===== config.mk =====
export PLATFORM = sky130hd
export DESIGN_NAME = spi_slave_rx_param_flat
export DESIGN_NICKNAME = d
export VERILOG_FILES = /design/src/rtl/spi_slave_rx_param_if.sv /design/src/rtl/spi_slave_rx_param.sv /design/src/flat_wrapper.sv
export SDC_FILE = /design/constraint.sdc
export NUM_CORES = 1
export LEC_CHECK = 0
export CAP_MARGIN = 15
export CORE_UTILIZATION = 48
export DETAILED_ROUTE_END_ITERATION = 8
export GPL_ROUTABILITY_DRIVEN = 0
export PLACE_DENSITY = 0.78
export RECOVER_POWER = 100
export SLEW_MARGIN = 20
export SYNTH_ARGS = -nofsm -noshare
export SYNTH_HDL_FRONTEND = slang
export SYNTH_SLANG_ARGS = --single-unit

===== constraint.sdc =====
create_clock -name sclk -period 1.8 [get_ports sclk]
set_input_delay 0.27 -clock sclk [delete_from_list [all_inputs] [get_ports sclk]]
set_output_delay 0.27 -clock sclk [all_outputs]
set_load 0.02 [all_outputs]

===== src/rtl/spi_slave_rx_param_if.sv =====
`default_nettype none
// ============================================================================
// spi_slave_rx_param_if : bus bundle for the parametrised SPI slave receiver.
// Optional MISO return signals exist only when SPI_SLV_MISO_EN is defined.
// Revision: 1.0
// ============================================================================
interface spi_slave_rx_param_if #(
  parameter int WORD_W = 32,
  parameter int CNT_W  = 8
) ();
  logic              cs;
  logic              mosi;
  logic [WORD_W-1:0] dout;
  logic              dout_valid;
  logic [CNT_W-1:0]  word_cnt;
  logic              busy;
  logic              frame_err;
`ifdef SPI_SLV_MISO_EN
  logic [WORD_W-1:0] tx_data;
  logic              miso;
`endif

  modport master (
    output cs, mosi,
`ifdef SPI_SLV_MISO_EN
    output tx_data,
    input  miso,
`endif
    input  dout, dout_valid, word_cnt, busy, frame_err
  );

  modport slave (
    input  cs, mosi,
`ifdef SPI_SLV_MISO_EN
    input  tx_data,
    output miso,
`endif
    output dout, dout_valid, word_cnt, busy, frame_err
  );
endinterface
`default_nettype wire


===== src/rtl/spi_slave_rx_param.sv =====
`default_nettype none
// ============================================================================
// spi_slave_rx_param : SPI slave deserialiser clocked by sclk, configurable
// word width / bit order, optional MISO return path (macro SPI_SLV_MISO_EN).
// Revision: 1.0
// ============================================================================
module spi_slave_rx_param #(
  parameter int WORD_W    = 32,
  parameter bit MSB_FIRST = 1'b1,
  parameter int CNT_W     = 8
) (
  input  wire logic           sclk,
  input  wire logic           rst_n,
  spi_slave_rx_param_if.slave bus
);
  localparam int                C_BC_W = (WORD_W > 2) ? $clog2(WORD_W) : 1;
  localparam logic [C_BC_W-1:0] C_LAST = C_BC_W'(WORD_W - 1);

  typedef enum logic [0:0] {
    ST_IDLE  = 1'b0,
    ST_SHIFT = 1'b1
  } state_t;

  state_t            r_state,    w_state_nxt;
  logic [C_BC_W-1:0] r_bit_cnt,  w_bit_cnt_nxt;
  logic [WORD_W-1:0] r_shift,    w_shift_nxt;
  logic [WORD_W-1:0] r_dout,     w_dout_nxt;
  logic [CNT_W-1:0]  r_word_cnt, w_word_cnt_nxt;
  logic              r_valid,    w_valid_nxt;
  logic              r_busy,     w_busy_nxt;
  logic              r_err,      w_err_nxt;
  logic [WORD_W-1:0] w_word;

  // Word as it stands once the current mosi bit is included.
  generate
    if (MSB_FIRST) begin : g_msb_first
      assign w_word = {r_shift[WORD_W-2:0], bus.mosi};
    end else begin : g_lsb_first
      assign w_word = {bus.mosi, r_shift[WORD_W-1:1]};
    end
  endgenerate

  always_ff @(posedge sclk or negedge rst_n) begin
    if (!rst_n) begin
      r_state    <= ST_IDLE;
      r_bit_cnt  <= '0;
      r_shift    <= '0;
      r_dout     <= '0;
      r_word_cnt <= '0;
      r_valid    <= 1'b0;
      r_busy     <= 1'b0;
      r_err      <= 1'b0;
    end else begin
      r_state    <= w_state_nxt;
      r_bit_cnt  <= w_bit_cnt_nxt;
      r_shift    <= w_shift_nxt;
      r_dout     <= w_dout_nxt;
      r_word_cnt <= w_word_cnt_nxt;
      r_valid    <= w_valid_nxt;
      r_busy     <= w_busy_nxt;
      r_err      <= w_err_nxt;
    end
  end

  // The state entered at each edge is chosen by chip select alone.
  always_comb begin
    w_state_nxt    = bus.cs ? ST_IDLE : ST_SHIFT;
    w_bit_cnt_nxt  = r_bit_cnt;
    w_shift_nxt    = r_shift;
    w_dout_nxt     = r_dout;
    w_word_cnt_nxt = r_word_cnt;
    w_valid_nxt    = 1'b0;
    w_busy_nxt     = r_busy;
    w_err_nxt      = r_err;
    case (w_state_nxt)
      ST_IDLE: begin
        w_bit_cnt_nxt  = '0;
        w_shift_nxt    = '0;
        w_word_cnt_nxt = '0;
        w_busy_nxt     = 1'b0;
        if (r_state == ST_SHIFT && r_bit_cnt != '0) begin
          w_err_nxt = 1'b1;
        end
      end
      ST_SHIFT: begin
        w_shift_nxt = w_word;
        if (r_bit_cnt == C_LAST) begin
          w_dout_nxt     = w_word;
          w_valid_nxt    = 1'b1;
          w_bit_cnt_nxt  = '0;
          w_busy_nxt     = 1'b0;
          w_word_cnt_nxt = (&r_word_cnt) ? r_word_cnt : r_word_cnt + 1'b1;
          w_err_nxt      = 1'b0;
        end else begin
          w_bit_cnt_nxt = r_bit_cnt + 1'b1;
          w_busy_nxt    = 1'b1;
        end
      end
      default: begin
        w_bit_cnt_nxt = '0;
      end
    endcase
  end

  assign bus.dout       = r_dout;
  assign bus.dout_valid = r_valid;
  assign bus.word_cnt   = r_word_cnt;
  assign bus.busy       = r_busy;
  assign bus.frame_err  = r_err;

`ifdef SPI_SLV_MISO_EN
  // tx_shift holds the word pre-advanced by one bit; its edge bit is the next to go out.
  logic [WORD_W-1:0] r_tx_shift;
  logic              w_tx_first;
  logic              w_tx_next;

  always_ff @(posedge sclk or negedge rst_n) begin
    if (!rst_n) begin
      r_tx_shift <= '0;
    end else if (!bus.cs) begin
      if (r_bit_cnt == '0) begin
        r_tx_shift <= MSB_FIRST ? (bus.tx_data << 1) : (bus.tx_data >> 1);
      end else begin
        r_tx_shift <= MSB_FIRST ? (r_tx_shift << 1) : (r_tx_shift >> 1);
      end
    end
  end

  assign w_tx_first = MSB_FIRST ? bus.tx_data[WORD_W-1] : bus.tx_data[0];
  assign w_tx_next  = MSB_FIRST ? r_tx_shift[WORD_W-1]  : r_tx_shift[0];
  assign bus.miso   = rst_n & ~bus.cs & ((r_bit_cnt == '0) ? w_tx_first : w_tx_next);
`endif
endmodule
`default_nettype wire


===== src/flat_wrapper.sv =====
// flat-port wrapper written by rule: the top's interface ports become plain ports
module spi_slave_rx_param_flat 
#(
  parameter int WORD_W    = 32,
  parameter bit MSB_FIRST = 1'b1,
  parameter int CNT_W     = 8
)
  (sclk, rst_n, bus_cs, bus_mosi, bus_dout, bus_dout_valid, bus_word_cnt, bus_busy, bus_frame_err);
  spi_slave_rx_param_if #(.WORD_W(WORD_W), .CNT_W(CNT_W)) bus_i ();
  input  wire logic sclk;
  input  wire logic rst_n;
  input wire logic [$bits(bus_i.cs)-1:0] bus_cs;
  input wire logic [$bits(bus_i.mosi)-1:0] bus_mosi;
  output wire logic [$bits(bus_i.dout)-1:0] bus_dout;
  output wire logic [$bits(bus_i.dout_valid)-1:0] bus_dout_valid;
  output wire logic [$bits(bus_i.word_cnt)-1:0] bus_word_cnt;
  output wire logic [$bits(bus_i.busy)-1:0] bus_busy;
  output wire logic [$bits(bus_i.frame_err)-1:0] bus_frame_err;
  assign bus_i.cs = bus_cs;
  assign bus_i.mosi = bus_mosi;
  assign bus_dout = bus_i.dout;
  assign bus_dout_valid = bus_i.dout_valid;
  assign bus_word_cnt = bus_i.word_cnt;
  assign bus_busy = bus_i.busy;
  assign bus_frame_err = bus_i.frame_err;
  spi_slave_rx_param #(.WORD_W(WORD_W), .MSB_FIRST(MSB_FIRST), .CNT_W(CNT_W)) u_core (.sclk(sclk), .rst_n(rst_n), .bus(bus_i));
endmodule

Word level (Yosys, flattened, before mapping)
Cells that the tools add are included.
{"block": "word_totals", "word_cells": 35, "reg_bits": 80, "inputBits": 4, "output_inout_bits": 43}
{"block": "classes", "bitwise": 1, "n_eq_ne": 4, "addsub": 2, "muxes": 14, "reduce_logical": 6}
{"op": "one-hot mux 31 bit (2 select lines)", "n": 1}
{"op": "2-to-1 mux 8 bit", "n": 2}
{"op": "one-hot mux 8 bit (2 select lines)", "n": 1}
{"op": "one-hot mux 5 bit (2 select lines)", "n": 1}
{"op": "adder 8 x 1 -> 8 bit, second input constant", "n": 1}
{"op": "AND reduction 8 bit", "n": 1}
{"op": "2-to-1 mux 1 bit", "n": 6}
{"op": "AND reduction 2 bit", "n": 3}
{"op": "adder 5 x 1 -> 5 bit, second input constant", "n": 1}
{"op": "== test 5 bit, second input constant", "n": 1}
{"op": "2-to-1 mux 5 bit", "n": 1}
{"op": "nonzero test 5 bit", "n": 1}
{"op": "inequality test 2 bit, second input constant", "n": 2}
{"op": "one-hot mux 1 bit (2 select lines)", "n": 2}
{"op": "inequality test 2 x 1 -> 1 bit, second input constant", "n": 1}
{"op": "logical AND 1 bit", "n": 1}
{"op": "NOT 1 bit", "n": 1}

Depth between registers and ports, before layout
Gate-level depths: netlist (run 1).
{"block": "depth", "word_depth": 4, "mapped_depth": 7, "ltp_nobuf": 6}

Worst setup path after synthesis (run 1)
No wires, ideal clock.
{"block": "synth_timing", "kind": "flip-flop to flip-flop", "start": "register u_core.r_bit_cnt[0]", "end": "register u_core.r_word_cnt[5] (netlist: u_core.bus.word_cnt[5])", "setup_ns": 0.083, "t_arrival_ns": 1.617, "required_time_ns": 1.717, "period_less_slack_ns": 1.700, "path_buffers": 1, "slack_ns": 0.100, "path_stages_with_launch": 8, "path_cell_list": "dfrtp_1 ha_1 and3_1 ha_1 buf_6 nand4_4 or4_1 o21ai_0"}
{"block": "synth_via", "elab_chain_len": 3}
{"item": "start, declared", "line_no": "spi_slave_rx_param.sv:25", "rtl": "logic [C_BC_W-1:0] r_bit_cnt, w_bit_cnt_nxt;"}
{"item": "start signal, assigned", "line_no": "spi_slave_rx_param.sv:55", "rtl": "r_bit_cnt <= w_bit_cnt_nxt;"}
{"item": "== test 5 bit", "line_no": "spi_slave_rx_param.sv:87", "rtl": "if (r_bit_cnt == C_LAST) begin"}
{"item": "inequality test 2 bit (no source line)"}
{"item": "AND reduction 2 bit (no source line)"}
{"item": "end signal, assigned", "line_no": "spi_slave_rx_param.sv:58", "rtl": "r_word_cnt <= w_word_cnt_nxt;"}
{"item": "end, declared", "line_no": "spi_slave_rx_param.sv:28", "rtl": "logic [CNT_W-1:0] r_word_cnt, w_word_cnt_nxt;"}
No other way between the ends.
A chain may end at the register's enable or synchronous reset.

Worst setup path in the final report (run 1)
{"block": "layout_timing", "start": "register u_core.r_bit_cnt[1]", "end": "register u_core.r_word_cnt[5] (netlist: u_core.bus.word_cnt[5])"}
The elaborated chain is that of the path after synthesis.

==> metrics.md, run 1 <==
| Metric | Value |
|---|---|
| CTS sink cnt | `80` |
| CTS buffer count | `9` |
| Clk_skew | `between 9 and 10 ps` |
| Power Internal | `between 2 and 3 mW` |
| Synth Instances | `210` |
| Yosys reg bits | `80` |
| Biggest cell delay along the critical path | `approximately 400 ps` |
| WP buf/inv | `1` |
| Yosys top cell area share | `0.662` |
| Max VDD drop | `about 0.5 mV` |
| Fill cells | `around 470` |
| Largest cells by area after synthesis | `dfrtp_1, mux2_2, nor2b_1` |
| WL per Instance | `14.3 um` |
| Worst Setup End Kind | `register` |
| Largest net degree at the start of global routing | `35` |
| Worst skew pair latency | `~340 ps` |
| Residual DRC | `0` |
| Min-delay src | `bus_cs` |
| Die area | `approximately 6600 um^2` |
| Crit path required time | `between 2000 and 2500 ps` |
| CTS Root Cell | `clkbuf_8` |
| Psw | `between 0.6 and 0.7 mW` |
| Top delay family on crit path | `simple AND/OR/NAND/NOR gates` |
| ANT cells | `0` |
| Post-Route WL | `a little under 5 mm` |
| Worst Setup SP | `u_core.r_bit_cnt[1]$_DFF_PN0_` |
| YS warnings | `0` |
| Die height | `81.4 um` |
| Routed via count | `~1.8k` |
| Fin util | `0.639` |
| Clock Power Share | `0.407` |
| Static leakage | `approximately 1.9 nW` |
| Syn avg cell area | `around 14 um^2` |
| Comb pwr share | `0.027` |
| CP Launch Type | `register` |
| Unrepaired setup endpoints after global routing | `yes` |
| Initial antenna violation count | `0` |
| Critical Path AT | `around 2000 ps` |
| Postcts setup bufs | `0` |
| Most frequent cells in the layout | `dfrtp_1, clkdlybuf4s50_1, nor2b_1` |
| Slew HR | `0.445` |
| Vias in the first global route | `1824` |
| PwrDens | `838 nW/um^2` |
| Final min period | `approximately 1700 ps` |
| Sequential area share after synthesis | `0.662` |
| Largest area contributor in the netlist | `dfrtp_1` |
| Grt ovf | `0` |
| CTS Buffer Depth | `2` |
| Core footprint | `5990 um^2` |
| TritonCTS clock tree | `yes` |
| Layout area overhead | `26.5%` |
| Slew Limit Fails | `0` |
| Share of layout cells above drive strength 1 | `0.237` |
| Library cells used by synthesis | `33` |
| Htree depth | `3` |
| Std-Cell Rows | `28` |
| Vias per cell | `5.02` |
| Routed Antenna Nets | `0` |
| Clock slew at reported path FFs | `roughly 80 ps` |
| Die Wd | `about 81 um` |
| # nets final | `277` |
| Reg-to-Reg Start | `u_core.r_bit_cnt[1]$_DFF_PN0_` |
| Setup-failing EPs final | `0` |
| Syn Nets | `~220` |
| Ports | `47` |
| Area of the mapped netlist | `around 3000 um^2` |
| CP cell instances | `ha_2 > and3_4 > ha_4 > buf_4 > nand4_4 > or4_1 > o21ai_0` |
| Initial Utilization | `0.505` |
| Status | `finished clean` |
| Port buffer count | `46` |
| Reg power frac | `0.566` |
| Tot GR Track Use | `0.183` |
| Worst Path Max Fanout | `4` |
| Final worst path period share | `0.963` |
| Tot Pwr | `between 3 and 4 mW` |
| Critical path class | `reg2reg` |
| CP max-delay cell | `or4_1` |
| First-pass GRT wire length | `8.70 mm` |
| Worst hold path type | `in2reg` |
| Max Cap Violations | `0` |
| 1st-iter DRT viols | `82` |
| Most common cell after layout, fill and taps aside | `dfrtp_1` |
| Switching Share | `0.207` |
| Slew @ Worst Pin | `around 830 ps` |
| First-pass iteration count of the detailed router | `4` |
| Dpl hpwl | `~3.3 mm` |
| Final hold viol count | `0` |
| Peak Freq | `~580 MHz` |
timing repair:
item	4_1_cts	5_1_grt
setup endpoints to repair	23	10
hold buffers	1	0
pin swaps	0	1
resized for setup	2	3
cloned	0	0
hold endpoints to repair	26	0
power by group through the flow:
stage | Sequential, mW | Clock, mW | Combinational (mW)
after global placement | 1.85 | 0 | 0.0940
after floorplan | 1.85 | 0 | 0.0320
after detailed placement | 1.85 | 0 | 0.0964
final | 1.81 | 1.31 | 0.0867
after CTS | 1.81 | 1.36 | 0.0983
after global routing | 1.81 | 1.43 | 0.102
final timing paths:
| kind | to | cells after the start | slack [ps] |
|---|---|---|---|
| worst max-delay path | u_core.bus.word_cnt[5]$_DFFE_PN0P_ | 7 | 70 |
| worst max register to register | u_core.bus.word_cnt[5]$_DFFE_PN0P_ | 7 | 70 |
| min in group asynchronous | u_core.bus.word_cnt[6]$_DFFE_PN0P_ | 2 | 490 |
| worst min-delay path | u_core.bus.word_cnt[4]$_DFFE_PN0P_ | 2 | 320 |
| max in group asynchronous | u_core.bus.dout[3]$_DFFE_PN0P_ | 3 | 340 |
| worst min register to register | u_core.bus.dout[31]$_DFFE_PN0P_ | 1 | 480 |
sequential cells by signal (all words and copies together) (netlist names):
register,flops
u_core.bus.dout,32
u_core.r_state,1
u_core.bus.word_cnt,8
u_core.bus.busy,1
u_core.bus.frame_err,1
u_core.r_shift,31
u_core.bus.dout_valid,1
u_core.r_bit_cnt,5
area by class of cell:
type,instances,area (um^2),area share
multi-input cells,115,953,0.249
repair buffers,58,559,0.146
clock buffers,13,159,0.0415
flip-flops and latches,80,2000,0.523
inverters,5,18.8,0.00491
clock inverters,3,40.0,0.0105
well taps,75,93.8,0.0245
cell usage after synthesis:
library cell / number
xnor2_1: 2
a311oi_1: 2
nand2_4: 1
mux2i_1: 1
o22ai_1: 1
a21oi_1: 6
nand2_1: 7
and3_1: 2
a21boi_2: 1
nor2b_1: 34
o21ai_0: 2
or4_1: 1
nor2_1: 2
mux2_2: 33
buf_1: 1
and2_1: 2
ha_1: 4
nor3_1: 3
nand3_1: 1
clkbuf_1: 3
nand4_4: 1
a21boi_0: 1
a211oi_1: 1
or4b_1: 1
buf_2: 2
buf_6: 4
dfrtp_1: 80
and4_4: 1
inv_1: 4
and4_1: 2
or3_1: 1
inv_2: 1
xor2_1: 2
logic make-up after synthesis:
logic type | count (synthesis) | share of synthesized area
adders and majority gates | 4 | 0.0166
DFF | 80 | 0.662
AOI/OAI and AO/OA | 14 | 0.0298
buffers and inverters | 15 | 0.0294
muxes | 34 | 0.126
and+or+nand+nor | 59 | 0.125
xor gates and xnor gates | 4 | 0.0116
worst reg2reg max path: cells and delay by family (launching register included):
kind | cells | cell delay [ps]
and+or+nand+nor | 3 | 710
DFF | 1 | 380
adders and majority gates | 2 | 360
buffers and inverters | 1 | 140
AOI/OAI and AO/OA | 1 | 80
per-layer routing:
layer	track usage	wire length (um)	vias to the layer above
met2	0.269	2400	36
li1	-	-	828
met3	0.0764	192	9
met4	0.0696	97	0
met1	0.240	2280	879
met5	0	0	-
per-stage QoR:
step	std cells	instance area (um^2)	hold slack, ps	setup slack [ps]	TNS (ps)
2_1_floorplan	210	3020	-25.6	100	0
3_3_place_gp	332	3620	206	49.5	0
3_5_place_dp	332	3620	214	-32.3	-132
4_1_cts	349	3840	179	14.0	0
5_1_grt	349	3830	307	-39.6	-39.6
6_report	349	3830	318	65.9	0
(Power assumes the default switching activity.)
==> run 2: changes to the inputs <==
--- a/config.mk
+++ b/config.mk
@@ -10,8 +10,8 @@
 export DETAILED_ROUTE_END_ITERATION = 8
 export GPL_ROUTABILITY_DRIVEN = 0
 export PLACE_DENSITY = 0.78
-export RECOVER_POWER = 100
-export SLEW_MARGIN = 20
+export RECOVER_POWER = 25
+export SLEW_MARGIN = 0
 export SYNTH_ARGS = -nofsm -noshare
 export SYNTH_HDL_FRONTEND = slang
 export SYNTH_SLANG_ARGS = --single-unit
==> run 2 against run 1 <==
Combinational power grew 5.7%. First-iteration DRC count shrank 13%. Worst hold slack gained 7.0 ps. Clock power is essentially flat. Count of clock-buffer cells in the layout is the same. Sequential share of layout area shrank 0.20 points. Critical path depth is the same. Register-to-register slack is essentially flat. Non-clock buffer count is the same. Fmax is essentially flat. Power grew 0.14%. Worst setup slack gained 0.94 ps. Critical path type unchanged. Critical endpoint unchanged.
==> metrics.md, run 2 (synthesis gave the netlist of run 1 again) <==
| Metric | Value |
|---|---|
| Status | `finished clean` |
| Vias in the first global route | `1824 (unchanged)` |
| Slew @ Worst Pin | `832 ps (+0.658 ps)` |
| Slew HR | `0.445 (about the same)` |
| CTS Buffer Depth | `2 (unchanged)` |
| TNS Setup | `0 ps (unchanged)` |
| Setup-failing EPs final | `0 (unchanged)` |
| Critical path class | `reg2reg` |
| ANT cells | `0 (unchanged)` |
| Tot GR Track Use | `0.183 (unchanged)` |
| WP buf/inv | `1 (unchanged)` |
| Post-Route WL | `4.98 mm (+0.18%)` |
| Worst Path Max Fanout | `4 (unchanged)` |
| Worst skew pair latency | `340 ps (about the same)` |
| CTS sink cnt | `80 (unchanged)` |
| Reg-to-Reg Start | `u_core.r_bit_cnt[1]$_DFF_PN0_` |
| Htree depth | `3 (unchanged)` |
| CP cell instances | `ha_2 > and3_4 > ha_4 > buf_4 > nand4_4 > or4_1 > o21ai_0` |
| CTS Root Cell | `clkbuf_8` |
| First-pass GRT wire length | `8.70 mm (unchanged)` |
| Core footprint | `5990 um^2 (unchanged)` |
| Vias per cell | `5.01 (-0.23%)` |
| Critical Path AT | `2000 ps (about the same)` |
| Peak Freq | `577 MHz (about the same)` |
| Layout area overhead | `27.0%` |
| Most frequent cells in the layout | `dfrtp_1, clkdlybuf4s50_1, nor2b_1` |
| CTS buffer count | `9 (unchanged)` |
| Crit path required time | `2070 ps (about the same)` |
| TritonCTS clock tree | `yes` |
| Final min period | `1730 ps (-0.943 ps)` |
| Worst hold path type | `in2reg` |
| Fill cells | `468 (-0.64%)` |
| Dpl hpwl | `3.30 mm (unchanged)` |
| Largest net degree at the start of global routing | `35 (unchanged)` |
| Unrepaired setup endpoints after global routing | `yes` |
| Std-Cell Rows | `28 (unchanged)` |
| Residual DRC | `0 (unchanged)` |
| Worst r2r path cells | `7 (unchanged)` |
| Biggest cell delay along the critical path | `400 ps (about the same)` |
| Die area | `6620 um^2 (unchanged)` |
| Static leakage | `1.89 nW (+0.29%)` |
| Placed instance area | `3620 um^2 (unchanged)` |
| Initial Utilization | `0.505 (unchanged)` |
| R2R Path End | `u_core.bus.word_cnt[5]$_DFFE_PN0P_` |
| 1st-iter DRT viols | `71 (-13%)` |
| Max Cap Violations | `0 (unchanged)` |
| WP depth | `7 (unchanged)` |
| Final instance area | `3840 um^2 (+0.39%)` |
| Port buffer count | `46 (unchanged)` |
| Die Wd | `81.4 um (unchanged)` |
| CP max-delay cell | `or4_1` |
| Ports | `47 (unchanged)` |
| Most common cell after layout, fill and taps aside | `dfrtp_1` |
| Routed Antenna Nets | `0 (unchanged)` |
| Worst Setup End Kind | `register` |
| Die height | `81.4 um (unchanged)` |
| Share of layout cells above drive strength 1 | `0.237 (unchanged)` |
| Routed via count | `1748 (-0.23%)` |
| Grt ovf | `0 (unchanged)` |
| Reg2Reg Setup Slack | `70 ps (about the same)` |
| Top delay family on crit path | `simple AND/OR/NAND/NOR gates` |
| Final worst path period share | `0.963 (about the same)` |
| Final hold viol count | `0 (unchanged)` |
| Max reg flops | `32 (unchanged)` |
| CP Capture Point | `u_core.bus.word_cnt[5]$_DFFE_PN0P_` |
| Clk_skew | `9.69 ps (-0.0266 ps)` |
| # nets final | `277 (unchanged)` |
| PwrDens | `836 nW/um^2 (-0.25%)` |
| Slew Limit Fails | `0 (unchanged)` |
| Worst Setup SP | `u_core.r_bit_cnt[1]$_DFF_PN0_` |
| Fin util | `0.641 (+0.00251)` |
| Final hold slack | `325 ps (+6.98 ps)` |
| First-pass iteration count of the detailed router | `4 (unchanged)` |
| Max VDD drop | `0.503 mV (about the same)` |
| WL per Instance | `14.3 um (+0.18%)` |
| Tot Pwr | `3.21 mW (+0.14%)` |
| Clock slew at reported path FFs | `80 ps (about the same)` |
| Postcts setup bufs | `0 (unchanged)` |
| Initial antenna violation count | `0 (unchanged)` |
| CP Launch Type | `register` |
==> run 2: metal layers <==
layer,vias up,GRT usage,part of all wire
li1,827,-,-
met1,878,0.240,0.47
met2,34,0.269,0.48
met3,9,0.0764,0.038
met4,0,0.0696,0.019
met5,-,0,0
==> run 2: worst min path at each step <==
stage / start / endpoint / slack (ps) / depth (start not counted)
finish: bus_cs / u_core.bus.word_cnt[4]$_DFFE_PN0P_ / 320 / 2
global route: bus_cs / u_core.bus.word_cnt[4]$_DFFE_PN0P_ / 310 / 2
CTS: bus_cs / u_core.bus.word_cnt[4]$_DFFE_PN0P_ / 180 / 2
detailed placement: rst_n / u_core.bus.word_cnt[6]$_DFFE_PN0P_ / 210 / 1
global placement: rst_n / u_core.bus.word_cnt[6]$_DFFE_PN0P_ / 210 / 1
floorplan: rst_n / u_core.bus.busy$_DFF_PN0_ / -30 / 0
==> run 2: power breakdown <==
part	internal (mW)	total, mW	switching [mW]
clock network	0.713	1.30	0.591
registers	1.81	1.81	0.00706
logic	0.0268	0.0916	0.0647
total	2.55	3.21	0.663
==> run 2: what timing repair did <==
item,CTS,global route
gates resized for setup,2,3
setup endpoints to repair,23,10
cloned,0,0
hold endpoints to repair,26,0
hold buffers,1,0
pin swaps,0,1
==> run 2: area by class of cell <==
class	instances	area, um^2	share of cell area
Clock buffer	13	159	0.0414
Clock inverter	3	40.0	0.0104
Inverter	5	18.8	0.00489
Multi-Input combinational cell	115	953	0.248
Sequential cell	80	2000	0.521
Tap cell	75	93.8	0.0244
Timing Repair Buffer	58	574	0.150
==> run 2: per-stage QoR <==
step	worst slack (ps)	std cells
4_1_cts	14.0	349
5_1_grt	-39.6	349
6_report	66.8	349
3_3_place_gp	49.5	332
2_1_floorplan	100	210
3_5_place_dp	-32.3	332
